**src/rtl/vocab_scan_matcher.sv**
```systemverilog
// Vocabulary scanner: compares a latched query word against a register-array
// vocabulary, LANES entries per cycle, in exact or longest-prefix mode.
module vocab_scan_matcher #(
    parameter int ADDR_WIDTH  = 4,
    parameter int WORD_LENGTH = 3,
    parameter int DATA_WIDTH  = 8,
    parameter int LANES       = 2
) (
    input  logic                              clk,
    input  logic                              rst_n,
    input  logic                              cs,
    input  logic                              mode,
    input  logic [WORD_LENGTH*DATA_WIDTH-1:0] word,
    input  logic                              wr_en,
    input  logic [ADDR_WIDTH-1:0]             wr_addr,
    input  logic [WORD_LENGTH*DATA_WIDTH-1:0] wr_data,
    output logic                              busy,
    output logic                              done,
    output logic                              found,
    output logic [ADDR_WIDTH-1:0]             match_addr,
    output logic [$clog2(WORD_LENGTH+1)-1:0]  match_len,
    output logic [1:0]                        state_dbg
);
    localparam int DEPTH = 2 ** ADDR_WIDTH;
    localparam int WW    = WORD_LENGTH * DATA_WIDTH;
    localparam int LW    = $clog2(WORD_LENGTH + 1);

    localparam logic [1:0] IDLE = 2'd0;
    localparam logic [1:0] SCAN = 2'd1;
    localparam logic [1:0] DONE = 2'd2;

    // Handshake: cs is a request sampled only in IDLE (mode/word latched with it);
    // done is a one-cycle pulse after which found/match_addr/match_len stay valid
    // until the next accepted cs. No back-pressure: the requester simply waits.

    logic [1:0]            state;
    logic [ADDR_WIDTH-1:0] base;
    logic [WW-1:0]         word_q;
    logic                  mode_q;
    logic [LW-1:0]         best_len;
    logic [ADDR_WIDTH-1:0] best_addr;
    logic [WW-1:0]         vocab [DEPTH];

    logic                  grp_null;
    logic                  hit;
    logic [ADDR_WIDTH-1:0] hit_addr;
    logic [LW-1:0]         nb_len;
    logic [ADDR_WIDTH-1:0] nb_addr;
    logic                  last_grp;
    logic                  query_zero;
    logic                  term;
    logic                  res_found;
    logic [ADDR_WIDTH-1:0] res_addr;
    logic [LW-1:0]         res_len;

    function automatic logic [LW-1:0] prefix_len(input logic [WW-1:0] a,
                                                 input logic [WW-1:0] b);
        logic [LW-1:0] n;
        logic          run;
        n   = '0;
        run = 1'b1;
        for (int c = WORD_LENGTH - 1; c >= 0; c--) begin
            if (run && a[c*DATA_WIDTH +: DATA_WIDTH] == b[c*DATA_WIDTH +: DATA_WIDTH])
                n = n + LW'(1);
            else
                run = 1'b0;
        end
        return n;
    endfunction

    // A null entry invalidates itself and every higher lane of the group.
    always_comb begin
        grp_null = 1'b0;
        hit      = 1'b0;
        hit_addr = '0;
        nb_len   = best_len;
        nb_addr  = best_addr;
        for (int i = 0; i < LANES; i++) begin
            if (vocab[base + ADDR_WIDTH'(i)] == '0) begin
                grp_null = 1'b1;
            end else if (!grp_null) begin
                if (!hit && vocab[base + ADDR_WIDTH'(i)] == word_q) begin
                    hit      = 1'b1;
                    hit_addr = base + ADDR_WIDTH'(i);
                end
                if (prefix_len(vocab[base + ADDR_WIDTH'(i)], word_q) > nb_len) begin
                    nb_len  = prefix_len(vocab[base + ADDR_WIDTH'(i)], word_q);
                    nb_addr = base + ADDR_WIDTH'(i);
                end
            end
        end
    end

    always_comb begin
        last_grp   = (base == ADDR_WIDTH'(DEPTH - LANES));
        query_zero = (word_q == '0);
        term       = (!mode_q && hit) || grp_null || last_grp || query_zero;
        res_found  = 1'b0;
        res_addr   = '0;
        res_len    = '0;
        if (!query_zero) begin
            if (!mode_q) begin
                if (hit) begin
                    res_found = 1'b1;
                    res_addr  = hit_addr;
                    res_len   = LW'(WORD_LENGTH);
                end
            end else if (nb_len != '0) begin
                res_found = 1'b1;
                res_addr  = nb_addr;
                res_len   = nb_len;
            end
        end
    end

    always_ff @(posedge clk) begin
        if (!rst_n) begin
            state      <= IDLE;
            base       <= '0;
            word_q     <= '0;
            mode_q     <= 1'b0;
            best_len   <= '0;
            best_addr  <= '0;
            found      <= 1'b0;
            match_addr <= '0;
            match_len  <= '0;
            for (int i = 0; i < DEPTH; i++) vocab[i] <= '0;
        end else begin
            if (wr_en && state != SCAN) vocab[wr_addr] <= wr_data;
            case (state)
                IDLE: begin
                    if (cs) begin
                        state      <= SCAN;
                        word_q     <= word;
                        mode_q     <= mode;
                        base       <= '0;
                        best_len   <= '0;
                        best_addr  <= '0;
                        found      <= 1'b0;
                        match_addr <= '0;
                        match_len  <= '0;
                    end
                end
                SCAN: begin
                    if (term) begin
                        state      <= DONE;
                        found      <= res_found;
                        match_addr <= res_addr;
                        match_len  <= res_len;
                    end else begin
                        base      <= base + ADDR_WIDTH'(LANES);
                        best_len  <= nb_len;
                        best_addr <= nb_addr;
                    end
                end
                DONE:    state <= IDLE;
                default: state <= IDLE;
            endcase
        end
    end

    assign busy      = (state == SCAN);
    assign done      = (state == DONE);
    assign state_dbg = state;

endmodule
```
**config.mk**
```make
export PLATFORM = sky130hd
export DESIGN_NAME = vocab_scan_matcher
export DESIGN_NICKNAME = d
export VERILOG_FILES = /design/src/rtl/vocab_scan_matcher.sv
export SDC_FILE = /design/constraint.sdc
export NUM_CORES = 1
export LEC_CHECK = 0
export CAP_MARGIN = 20
export CORE_MARGIN = 2
export CORE_UTILIZATION = 51
export CTS_BUF_LIST = sky130_fd_sc_hd__clkbuf_8
export DETAILED_ROUTE_END_ITERATION = 10
export GPL_TIMING_DRIVEN = 0
export PLACE_DENSITY = 0.77
export SYNTH_ARGS = -nofsm -noshare
export SYNTH_HDL_FRONTEND = slang
export SYNTH_SLANG_ARGS = --single-unit
```
**constraint.sdc**
```tcl
create_clock -name clk -period 5.6 [get_ports clk]
set_clock_uncertainty 0.05 [all_clocks]
set_input_delay 0.56 -clock clk [delete_from_list [all_inputs] [get_ports clk]]
set_output_delay 0.56 -clock clk [all_outputs]
set_load 0.01 [all_outputs]
```
Yosys cells after proc, flatten, opt, wreduce, memory -nomap -nowiden. Memory sizes are Yosys's and may differ from the RTL's. A register that Yosys moved wholly into a read port is not among the register bits. Cells that the tools add are included.

Logic and storage cells: 176. Memories: 1. Input port bits: 57. Bits in registers: 44. RAM bits: 384. Output and inout bits: 11.

Memory list: vocab (words 16, width 24, read ports 2, clocked after Yosys merged registers in 1, write ports 16, RTL line 42) `logic [WW-1:0] vocab [DEPTH];`.

Order comparisons: 2. Equality and inequality tests: 15. Reduce and logical (&&, ||, !) cells: 27. Mux-type cells: 112. Add/subtract/negate cells: 10.

Operator list (count): 4-bit two-way mux (21); 2-bit two-way mux (41); 24-bit logical NOT (3); 24-bit == test (2); 8-bit == test (6); 1-bit two-way mux (42); 24-bit two-way mux (1); 4-bit one-hot mux with 2 select lines (3); 24-bit OR reduction (1); 2-bit by 1-bit adder with 2-bit output, second input constant (8); 2-bit one-hot mux with 2 select lines (3); 1-bit logical AND (11); 3-bit AND reduction (2); 4-bit by 1-bit adder with 4-bit output, second input constant (1); 4-bit by 2-bit adder with 4-bit output, second input constant (1); 4-bit == test, second input constant (1); 2-bit > comparator (2); 2-bit by 1-bit != test with 1-bit output, second input constant (2); 2-bit != test, second input constant (2); 2-bit AND reduction (2); 2-bit nonzero test (2); 1-bit logical OR (3); 2-bit by 1-bit == test with 1-bit output, second input constant (1); 2-bit == test, second input constant (1); 3 further kinds (4).

Logic depth before layout (Yosys ltp). Gate-level depths: netlist of the first run.

Depth in word-level cells: 40. Mapped depth: 25. Depth with buffers taken out: 20.

Worst setup path before layout of the first run. No wires, ideal clock.

Kind: flip-flop to flip-flop. Start: register (tool-made name). End: register match_addr[3]. Data arrival time: 5464 ps. Path buffers: 3. Setup slack: -34 ps. Library setup time: 120 ps. Required time: 5430 ps. Clock period less this slack: 5634 ps. Stages on the path, launching flop included: 23. Cells stage by stage: dfxtp_1 -> buf_4 -> buf_6 -> buf_4 -> mux4_2 -> mux2i_1 -> mux2_2 -> o221ai_1 -> o31ai_1 -> or4b_2 -> o21ai_0 -> ha_1 -> inv_1 -> o22ai_1 -> a31oi_1 -> o211ai_1 -> nand2_1 -> ha_1 -> inv_1 -> o22ai_1 -> a211oi_2 -> mux2_2 -> a211o_1.

RTL lines: end signal, assigned (RTL line 148) `match_addr <= res_addr;`; end, declared (RTL line 20) `output logic [ADDR_WIDTH-1:0] match_addr,`.

Worst setup path after layout of the first run.
Start: register base[0]. End: register match_addr[3].

Word-level cells in the longest chain between the ends: 24. Elaborated cells on any way between the ends: 74. Classes of those cells: add/sub: 5; order compare: 1; eq/ne: 6; mux: 49; reduce/logical: 12; memory: 1.

Ends and longest elaborated chain: start, declared (RTL line 37) `logic [ADDR_WIDTH-1:0] base;`; start signal, assigned (RTL line 151) `base <= base + ADDR_WIDTH'(LANES);`; 4-bit by 1-bit adder with 4-bit output; memory read 16 x 24 bit; 8-bit == test (RTL line 63) `if (run && a[c*DATA_WIDTH +: DATA_WIDTH] == b[c*DATA_WIDTH +: DATA_WIDTH])`; 1-bit two-way mux (RTL line 63); 2-bit two-way mux / 1-bit two-way mux (equally long branches) (RTL line 81) `end else if (!grp_null) begin`; 2-bit two-way mux / 1-bit two-way mux (equally long branches) (RTL line 79) `if (vocab[base + ADDR_WIDTH'(i)] == '0) begin`; 2-bit by 1-bit adder with 2-bit output / 1-bit logical AND (equally long branches) (RTL line 64, 63); 2-bit two-way mux / 1-bit two-way mux (equally long branches) (RTL line 63); (+8 left out); 2-bit two-way mux (RTL line 81); 2-bit two-way mux (RTL line 79); 2-bit nonzero test (RTL line 108) `end else if (nb_len != '0) begin`; 4-bit two-way mux (RTL line 108); 4-bit two-way mux (RTL line 102) `if (!mode_q) begin`; 4-bit two-way mux (RTL line 101) `if (!query_zero) begin`; 4-bit two-way mux (RTL line 145) `if (term) begin`; 4-bit one-hot mux with 2 select lines (RTL line 130) `case (state)`.

Several ways; a longest one is shown, not always the timed one. The select of a mux whose other input is x is not followed. A chain may end at the register's enable or synchronous reset.

==> results.txt, run 1 <==
The Yosys step of the flow raised 0 warnings. Of all nets on the critical path, the largest fanout is 10. When the netlist entered floorplanning its net count stood at 1966. For the area of the core region, the log shows 0.0476 mm². The die covers 0.0500 mm².

The number of nets in the final layout came out at 2171. The checks that failed: setup timing. Detailed placement finished with a half-perimeter wire length of 72.3 mm. For this design the total switching power over the nets is 0.00223 W. The logs give 3 for the number of antenna violations at the first check in global routing and 0.0125 mm² for the total area of sequential cells. The number of storage elements in the synthesis netlist was 432; the count of placed standard cells including taps was 2602. In this run the power density over the cells is 269 mW/mm². Of the available clock period, the critical path in the final layout requires 100%.

The total leakage power was 10.4 nW. The run finished, with violations left. Summed over all instances, the cell type with the most area after synthesis is sky130_fd_sc_hd__edfxtp_1. In the final layout, the share of cells above drive strength 1 is 25.0%. The tree is rooted in a sky130_fd_sc_hd__clkbuf_8.

For this configuration, the core starts out at a cell density of 51.6%. The first-pass GRT wire length was 141 mm; the switching part of the total power was 28.4%. The smallest setup slack after layout was -0.00138 ns. The synthesized netlist occupies a cell area of 0.0246 mm².

Sequential cells burn 47.7% of the power. Relative to the synthesized area, the layout overhead comes to 18.9%. The global-route usage over all layers came out at 40.9%. Combinational logic is responsible for 15.1% of the overall power. For the setup violation total in the final timing report, the log shows 1. The tools report the clock buffer count from CTS as 77.

The run gives 0 as the antenna violation net count after detailed routing. Headroom to the max-slew limit came out at 20.4%. The logs give 0 for the hold buffer count at cts and 80 for the site row count. For this run, the detailed router's first-pass iteration total came to 8. The die boundary width was 224 µm. Final number of max-transition violations: 0. The arrival time of data at the critical path endpoint is 6.15 ns. The min-delay analysis places its worst path in the category input port to register. Summed over all layers, the global routing overflow is 0. In the synthesized netlist the async set-or-reset flop fraction comes to 0%. TritonCTS built the clock tree. The logs give 3645 for the number of inserted filler cells in the final layout and 0 for the number of maximum-capacitance violations. For the distinct cell type count of the synthesized netlist, the log shows 75.

For this run, the register share of the synthesized area comes to 50.8%. The launching element type of the critical path is a register. After detailed routing, the number of vias per cell comes to 7.18. The utilization of the core after routing is 61.3%. The finished layout holds 2780 standard cells, fillers aside.

The tools report the worst hold slack after final layout as 0.358 ns. By instance count, the leading cell after synthesis is sky130_fd_sc_hd__and2_1. In this run, synthesis inferred 384 flip-flops with an integrated enable. The deepest clock path buffer count came out at 3. The type of element capturing the critical path is a register.

In this run the count of I/O pins placed on the die edge is 68. The via count of the first global-routing pass is 19400. After detailed routing, the number of remaining DRC violations is 0.

For the fraction of power consumed by the clock network, the log shows 37.2%. The average instance in the mapped netlist occupies 12.9 µm². The number of design-rule violations left by the first detailed-router iteration is 3565. Setup repair after global routing could not meet its margin everywhere.

After synthesis, the cell types taking the most area are sky130_fd_sc_hd__edfxtp_1, sky130_fd_sc_hd__mux4_2, sky130_fd_sc_hd__and2_1. At the worst endpoint, the required time is 6.15 ns. By count the netlist is led by sky130_fd_sc_hd__and2_1, sky130_fd_sc_hd__edfxtp_1, sky130_fd_sc_hd__mux4_2. In the final routed layout, each cell accounts on average for 36.9 µm. The post-route cell area was 0.0292 mm²; the standard cell area after detailed placement was 0.0266 mm².

The synthesized netlist cell count is 1900, and the area of the multi-input gates is 0.0120 mm². The level count of the clock H-tree came out at 3. The worst vdd rail ir drop is 0.165 mV, and the slew at the pin with the worst max-slew slack is 1.19 ns.

Measured along the y axis, the die boundary spans 224 µm. Internal power summed over all cells: 0.00562 W. Clock period minus final worst setup slack: 5.60 ns. Entering global routing, the biggest net connects 16 pins. The proportion of netlist area held by the largest area contributor was 46.9%; the port buffer count was 67.

The kind of critical path is register to register. Clock latency on the worst-skew pair, taken at its later pin, is 0.71 ns. The number of vias after detailed routing was 20000; the post-detailed-routing wire length was 103 mm. For this run, the leading register cell type out of synthesis is sky130_fd_sc_hd__edfxtp_1.

For the final routed database, the setup TNS stands at -0.00138 ns. Clock tree synthesis found a total of 432 sinks. The logs give 0 for the number of hold-slack violations in the final timing report and 0.179 GHz for the highest attainable clock frequency. Routability-driven placement finished with a final weighted congestion of 1.04. Clock slew at the register clock pins of the worst setup and hold paths: 0.07 ns.
==> per-stage QoR <==
| step | worst slack [ns] | total power [W] |
|---|---|---|
| 2_1_floorplan | 0.0146 | 0.00433 |
| 3_3_place_gp | -2.83 | 0.00475 |
| 3_5_place_dp | -2.77 | 0.00481 |
| 4_1_cts | 0.00604 | 0.00770 |
| 5_1_grt | -0.0146 | 0.00799 |
| 6_report | -0.00138 | 0.00786 |
==> sequential cells by signal, indices dropped and copies added (netlist names), named ones only <==
register,cells
match_len,2
state_dbg,2
found,1
vocab,384
match_addr,4
mode_q,1
best_len,2
base,4
best_addr,4
word_q,24
==> cells in the final DEF, fill, tap and decap left out, types with 10 or more instances in the layout <==
master,n
sky130_fd_sc_hd__nand2_1,94
sky130_fd_sc_hd__xnor2_1,18
sky130_fd_sc_hd__and2_1,390
sky130_fd_sc_hd__buf_2,10
sky130_fd_sc_hd__nand3_1,28
sky130_fd_sc_hd__and3_1,47
sky130_fd_sc_hd__or3_1,17
sky130_fd_sc_hd__clkbuf_1,79
sky130_fd_sc_hd__a21oi_1,54
sky130_fd_sc_hd__mux2i_1,56
sky130_fd_sc_hd__clkdlybuf4s50_1,67
sky130_fd_sc_hd__buf_4,50
sky130_fd_sc_hd__a211o_1,19
sky130_fd_sc_hd__clkbuf_8,87
sky130_fd_sc_hd__o21ai_4,12
sky130_fd_sc_hd__mux2_2,27
sky130_fd_sc_hd__nor2b_1,10
sky130_fd_sc_hd__dfxtp_1,47
sky130_fd_sc_hd__mux4_2,172
sky130_fd_sc_hd__a211oi_1,15
sky130_fd_sc_hd__buf_6,16
sky130_fd_sc_hd__a211oi_2,16
sky130_fd_sc_hd__clkinv_1,18
sky130_fd_sc_hd__o22ai_1,16
sky130_fd_sc_hd__xor2_1,16
sky130_fd_sc_hd__clkbuf_4,10
sky130_fd_sc_hd__nand2b_1,10
sky130_fd_sc_hd__nor2_1,48
sky130_fd_sc_hd__nand4_1,21
sky130_fd_sc_hd__buf_16,14
sky130_fd_sc_hd__nand3b_1,10
sky130_fd_sc_hd__nor4_1,10
sky130_fd_sc_hd__nor3_1,20
sky130_fd_sc_hd__o21ai_0,23
sky130_fd_sc_hd__inv_1,31
sky130_fd_sc_hd__edfxtp_1,384
==> layer usage <==
metal	up-vias	GRT usage (%)	wire length, µm	part of all wire, %
met4	4	26.6	7870	7.7
met3	475	15.4	16500	16
met2	2073	58.3	42800	42
met1	9735	52.6	35200	34
met5	-	1.27	174	0.17
li1	7684	-	-	-
==> power by group through the flow <==
stage                     registers (W)  logic [W]  clock network (W)
final                           0.00375    0.00119            0.00292
after global routing            0.00375    0.00120            0.00304
after detailed placement        0.00380    0.00101                  0
after global placement          0.00381   0.000945                  0
after CTS                       0.00374    0.00108            0.00288
after floorplan                 0.00375   0.000575                  0
==> what timing repair did <==
action,4_1_cts,5_1_grt
buffers inserted,13,26
resized for setup,155,69
pin swaps,4,12
cloned,0,1
setup endpoints to repair,21,17
==> path summary, 6_finish.rpt <==
path | start | end | slack, ns | cells after the start
max reg2reg | base[0]$_SDFFE_PN0P_ | match_addr[3]$_SDFFE_PN0P_ | -0.001 | 21
max | base[0]$_SDFFE_PN0P_ | match_addr[3]$_SDFFE_PN0P_ | -0.001 | 21
min reg2reg | best_addr[1]$_SDFFE_PN0P_ | best_addr[1]$_SDFFE_PN0P_ | 0.43 | 2
min | word[8] | word_q[8]$_SDFFE_PN0P_ | 0.36 | 3
==> cell type report <==
class,count,share of cell area (%)
Antenna cell,1,0.00857
Buffer,149,3.46
Clock buffer,82,3.86
Clock inverter,56,1.16
Inverter,13,0.167
Multi-Input combinational cell,1303,40.9
Sequential cell,432,42.8
Tap cell,615,2.63
Timing Repair Buffer,129,4.99
==> logic make-up (layout without fill, tap and decap cells) <==
kind of cell | after synthesis | after routing | synth area share, %
AO/OA/AOI/OAI | 238 | 238 | 6.72
XOR/XNOR | 36 | 36 | 1.28
adder cells (fa/ha/maj) | 9 | 9 | 0.458
buffers and inverters | 165 | 429 | 3.10
flip-flops | 432 | 432 | 50.8
multiplexers | 267 | 267 | 19.8
other | 0 | 1 | 0
AND/OR/NAND/NOR | 753 | 753 | 17.8
==> worst max-delay path, stage by stage (launching register included) <==
cell and delay, ns:
sky130_fd_sc_hd__dfxtp_1 0.36, sky130_fd_sc_hd__buf_6 0.23, sky130_fd_sc_hd__inv_1 0.17, sky130_fd_sc_hd__buf_4 0.25, sky130_fd_sc_hd__ha_4 0.36, sky130_fd_sc_hd__buf_6 0.26, sky130_fd_sc_hd__clkbuf_8 0.31, sky130_fd_sc_hd__mux4_2 0.35
sky130_fd_sc_hd__and3_1 0.20, sky130_fd_sc_hd__a211oi_2 0.28, sky130_fd_sc_hd__nor3_1 0.08, sky130_fd_sc_hd__nand4b_1 0.43, sky130_fd_sc_hd__nor4_4 0.29, sky130_fd_sc_hd__and2_1 0.19, sky130_fd_sc_hd__inv_1 0.05, sky130_fd_sc_hd__ha_1 0.30
sky130_fd_sc_hd__nor2_1 0.13, sky130_fd_sc_hd__o22ai_2 0.11, sky130_fd_sc_hd__a211oi_4 0.24, sky130_fd_sc_hd__buf_6 0.16, sky130_fd_sc_hd__mux2_2 0.37, sky130_fd_sc_hd__a211o_1 0.29
Power figures use the tool's default switching activity.
==> inputs of run 2 (changes only) <==
Settings changed: CORE_ASPECT_RATIO set to 0.75.
==> run 2 against run 1 <==
Against the previous run:
- the flow now finishes without violations
- combinational power about the same
- critical path depth is 3 higher
- worst setup slack improved by 0.068 ns
- cell count fell by 0.22%
- die area is essentially flat
- total power decreased by 5.2%
- via count decreased by 0.74%
- non-clock buffer count decreased by 12
- count of clock-buffer cells in the layout decreased by 11
- global-route usage decreased by 1.1 points
- final area down 1.1%
- critical path type unchanged
- largest cell class unchanged
- largest power group unchanged
==> results.txt, run 2 (same netlist as run 1, synthesis figures left out) <==
The DRC violations left is 0 (unchanged). The run gives 15.8% (+0.7 points) as the logic gate share of total power. The internal power summed over all cells came out at 0.00529 W (-5.9%).

The sum of overflow across all layers after global routing is 0 (unchanged), and the power density relative to cell area is 258 mW/mm² (-4.2%). The launching element type of the critical path is a register. Path category of the worst min-delay check: input port to register.

The required time of the worst setup path was 6.14 ns (about the same). The clock period minus final worst setup slack was 5.53 ns (-0.0676 ns); the setup violation total in the final timing report was 0 (-1). Leaving out fill and tap cells, the most frequent cells in the layout are sky130_fd_sc_hd__and2_1, sky130_fd_sc_hd__edfxtp_1, sky130_fd_sc_hd__mux4_2, sky130_fd_sc_hd__nand2_1, sky130_fd_sc_hd__clkbuf_1. The number of hold-slack violations in the final timing report came out at 0 (unchanged).

The largest fanout on the critical path came out at 10 (unchanged). Met1 demand-to-capacity share in global routing: 54.4% (+1.8 points). The clock network latency to the later pin of the worst-skew pair is 0.72 ns (about the same). The via count of the first global-routing pass came out at 19000 (-2.1%). For the global-route usage over all layers, the log shows 39.8% (-1.1 points). The critical path in this run is classified as register to register. The largest incremental delay on the critical path was 0.58 ns (+0.15 ns); the clock slew at the register clock pins of the worst setup and hold paths was 0.06 ns (about the same).

Ratio of cells with drive above 1 in the final layout: 23.3% (-1.6 points). The total net switching power was 0.00215 W (-3.5%). The tree is rooted in a sky130_fd_sc_hd__clkbuf_8. The deepest clock path buffer count came out at 3 (unchanged). The switching part of the total power is 28.9% (+0.51 points), and the final number of max-transition violations is 0 (unchanged). The most used routing layer was met1. The global routing met2 resource utilization is 53.9% (-4.3 points), and the highest attainable clock frequency is 0.181 GHz (+1.2%). For the number of vias after detailed routing, the log shows 19800 (-0.74%). The run finished with clean final reports. The tools report the type of element capturing the critical path as a register. Walking the worst path, the cells encountered are buf_8 > buf_16 > buf_16 > mux4_2 > mux2i_4 > xor2_1 > mux2i_1 > or4_1 > nor4_4 > o21ai_2 > ha_1 > inv_1 > o22ai_2 > a31oi_4 > o211ai_1 > nand2_1 > ha_1 > inv_1 > o22ai_2 > a211oi_4 > buf_6 > or3b_1 > a31o_1 > a21oi_1. The logs give 33.8% (-3.4 points) for the fraction of power consumed by the clock network and 17.7% (+2.3 points) for the met3 layer usage reported by global route.

The logs give 68 (unchanged) for the I/O pin total and 0 (unchanged) for the number of maximum-capacitance violations. The area of the core region came out at 0.0475 mm² (-0.34%). The part of the power in registers came out at 50.4% (+2.7 points). The tools report the relative slew slack as 14.4% (-6.0 points). The number of antenna violations at the first check in global routing was 8 (+5).

For the clock buffer count from CTS, the log shows 70 (-9.1%). The library cell used most frequently in the layout, excluding fill and tap cells, is sky130_fd_sc_hd__and2_1. The wire length per cell after detailed routing is 36.2 µm (-1.9%), and the port buffer count is 67 (unchanged). The logs give 51.8% (+0.18 points) for the initial standard-cell utilization of the core and 138 mm (-1.7%) for the first-pass GRT wire length. The post-detailed-route via-to-cell ratio is 7.15 (-0.52%), and the clock net sink count is 432 (unchanged).

The run gives 8 (unchanged) as the number of search-and-repair iterations in the first detailed-routing pass. The largest individual stage delay along the critical path comes from the cell sky130_fd_sc_hd__or4_1. The count of placed standard cells including taps came out at 2625 (+0.88%). TritonCTS built the clock tree. The number of design-rule violations left by the first detailed-router iteration was 4005 (+12%). The worst hold slack after final layout is 0.393 ns (+0.0353 ns), and the site row count is 69 (-14%). For the number of nets in the final layout, the log shows 2152 (-0.88%). The worst vdd rail ir drop is 0.214 mV (+29%), and the total leakage power is 10.2 nW (-1.9%). The post-DP HPWL was 70.3 mm (-2.8%); the area growth from synthesis to final layout was 17.5%.

Post-route cell area: 0.0289 mm² (-1.1%). The die boundary height is 194 µm (-13%), and the flip-flop count of the largest register, all copies and words added is 384 (unchanged). The die boundary width is 257 µm (+15%), and the level count of the clock H-tree is 3 (unchanged). Standard cell area after detailed placement: 0.0266 mm² (+0.13%). Utilization of the core after routing: 60.8% (-0.47 points). The count of placed standard cells in the final layout, fillers left out was 2774 (-0.22%).

Die area: 0.0500 mm² (about the same). The run gives 0 (unchanged) as the antenna violation net count after detailed routing. For the final weighted congestion in routability-driven placement, the log shows 1.06 (+2.0%). Maximum number of pins on one net before global-route repair: 25 (+9). The register bank with the most flops is vocab. The arrival time of data at the critical path endpoint is 6.08 ns (-0.07 ns), and the post-route clock period utilization is 98.8% (-1.2 points). The post-detailed-routing wire length is 100 mm (-2.1%), and the slew at the pin with the worst max-slew slack is 1.28 ns (+0.0895 ns). The largest registers in the layout are vocab: 384 flops, word_q: 24 flops.
[run 2: cell types whose count changed in the layout (fill, tap and decap cells not counted), moves of 4 or more]
cell / before / now
sky130_fd_sc_hd__inv_1: 31 / 35
sky130_fd_sc_hd__buf_4: 50 / 38
sky130_fd_sc_hd__a211oi_4: 5 / 9
sky130_fd_sc_hd__a22oi_2: 4 / 0
sky130_fd_sc_hd__a211oi_2: 16 / 10
sky130_fd_sc_hd__clkinv_1: 18 / 13
sky130_fd_sc_hd__a22oi_1: 7 / 11
sky130_fd_sc_hd__clkbuf_8: 87 / 73
sky130_fd_sc_hd__buf_2: 10 / 6
[run 2: worst paths after layout]
check | to | start | slack (ns) | depth (start not counted)
worst min register to register | best_addr[2]$_SDFFE_PN0P_ | best_addr[2]$_SDFFE_PN0P_ | 0.43 | 2
worst max register to register | best_addr[0]$_SDFFE_PN0P_ | register | 0.07 | 24
worst min-delay path | word_q[7]$_SDFFE_PN0P_ | word[7] | 0.39 | 3
worst max-delay path | best_addr[0]$_SDFFE_PN0P_ | register | 0.07 | 24
[run 2: area by class of cell]
class	count	area [µm²]
fill	3648	18600
buffer	148	1030
clock inverter	49	213
clock buffer	71	977
antenna	1	2.50
multi-input combinational	1303	12000
inverter	13	52.6
timing repair buffer	118	1370
tap	639	800
sequential	432	12500
[run 2: per-stage QoR]
step           worst slack [ns]  setup TNS [ns]  total power (W)
3_3_place_gp              -3.04         -450.29          0.00475
2_1_floorplan            0.0146               0          0.00433
4_1_cts                 0.00226               0          0.00730
6_report                 0.0662               0          0.00744
5_1_grt                 -0.0228         -0.0583          0.00757
3_5_place_dp              -2.36          -38.37          0.00481
[run 2: repair_timing]
item,in CTS,in global routing
hold buffers,0,0
gates resized for setup,131,100
pin swaps,6,11
gates cloned,0,0
setup endpoints to repair,21,16
setup buffers,12,17
[run 2: power by group through the flow]
stage	sequential (W)	combinational [W]	clock [W]
after global routing	0.00376	0.00119	0.00262
after global placement	0.00381	0.000932	0
final	0.00375	0.00118	0.00252
after detailed placement	0.00381	0.00100	0
after floorplan	0.00375	0.000575	0
after CTS	0.00374	0.00107	0.00248
[run 2: layer usage]
layer / part of all wire [%] / vias to the layer above
li1: - / 7648
met1: 36 / 9756
met2: 41 / 2047
met3: 19 / 369
met4: 5.2 / 4
met5: 0.027 / -
[run 2: worst max-delay path: cells and delay by family, from the launching register on]
| kind | cells | cell delay [ns] |
|---|---|---|
| flops | 1 | 0.34 |
| buf+inv | 6 | 0.80 |
| simple gates | 4 | 1.36 |
| compound gates | 8 | 1.22 |
| xor+xnor | 1 | 0.17 |
| fa+ha+maj | 2 | 0.56 |
| mux | 3 | 0.90 |
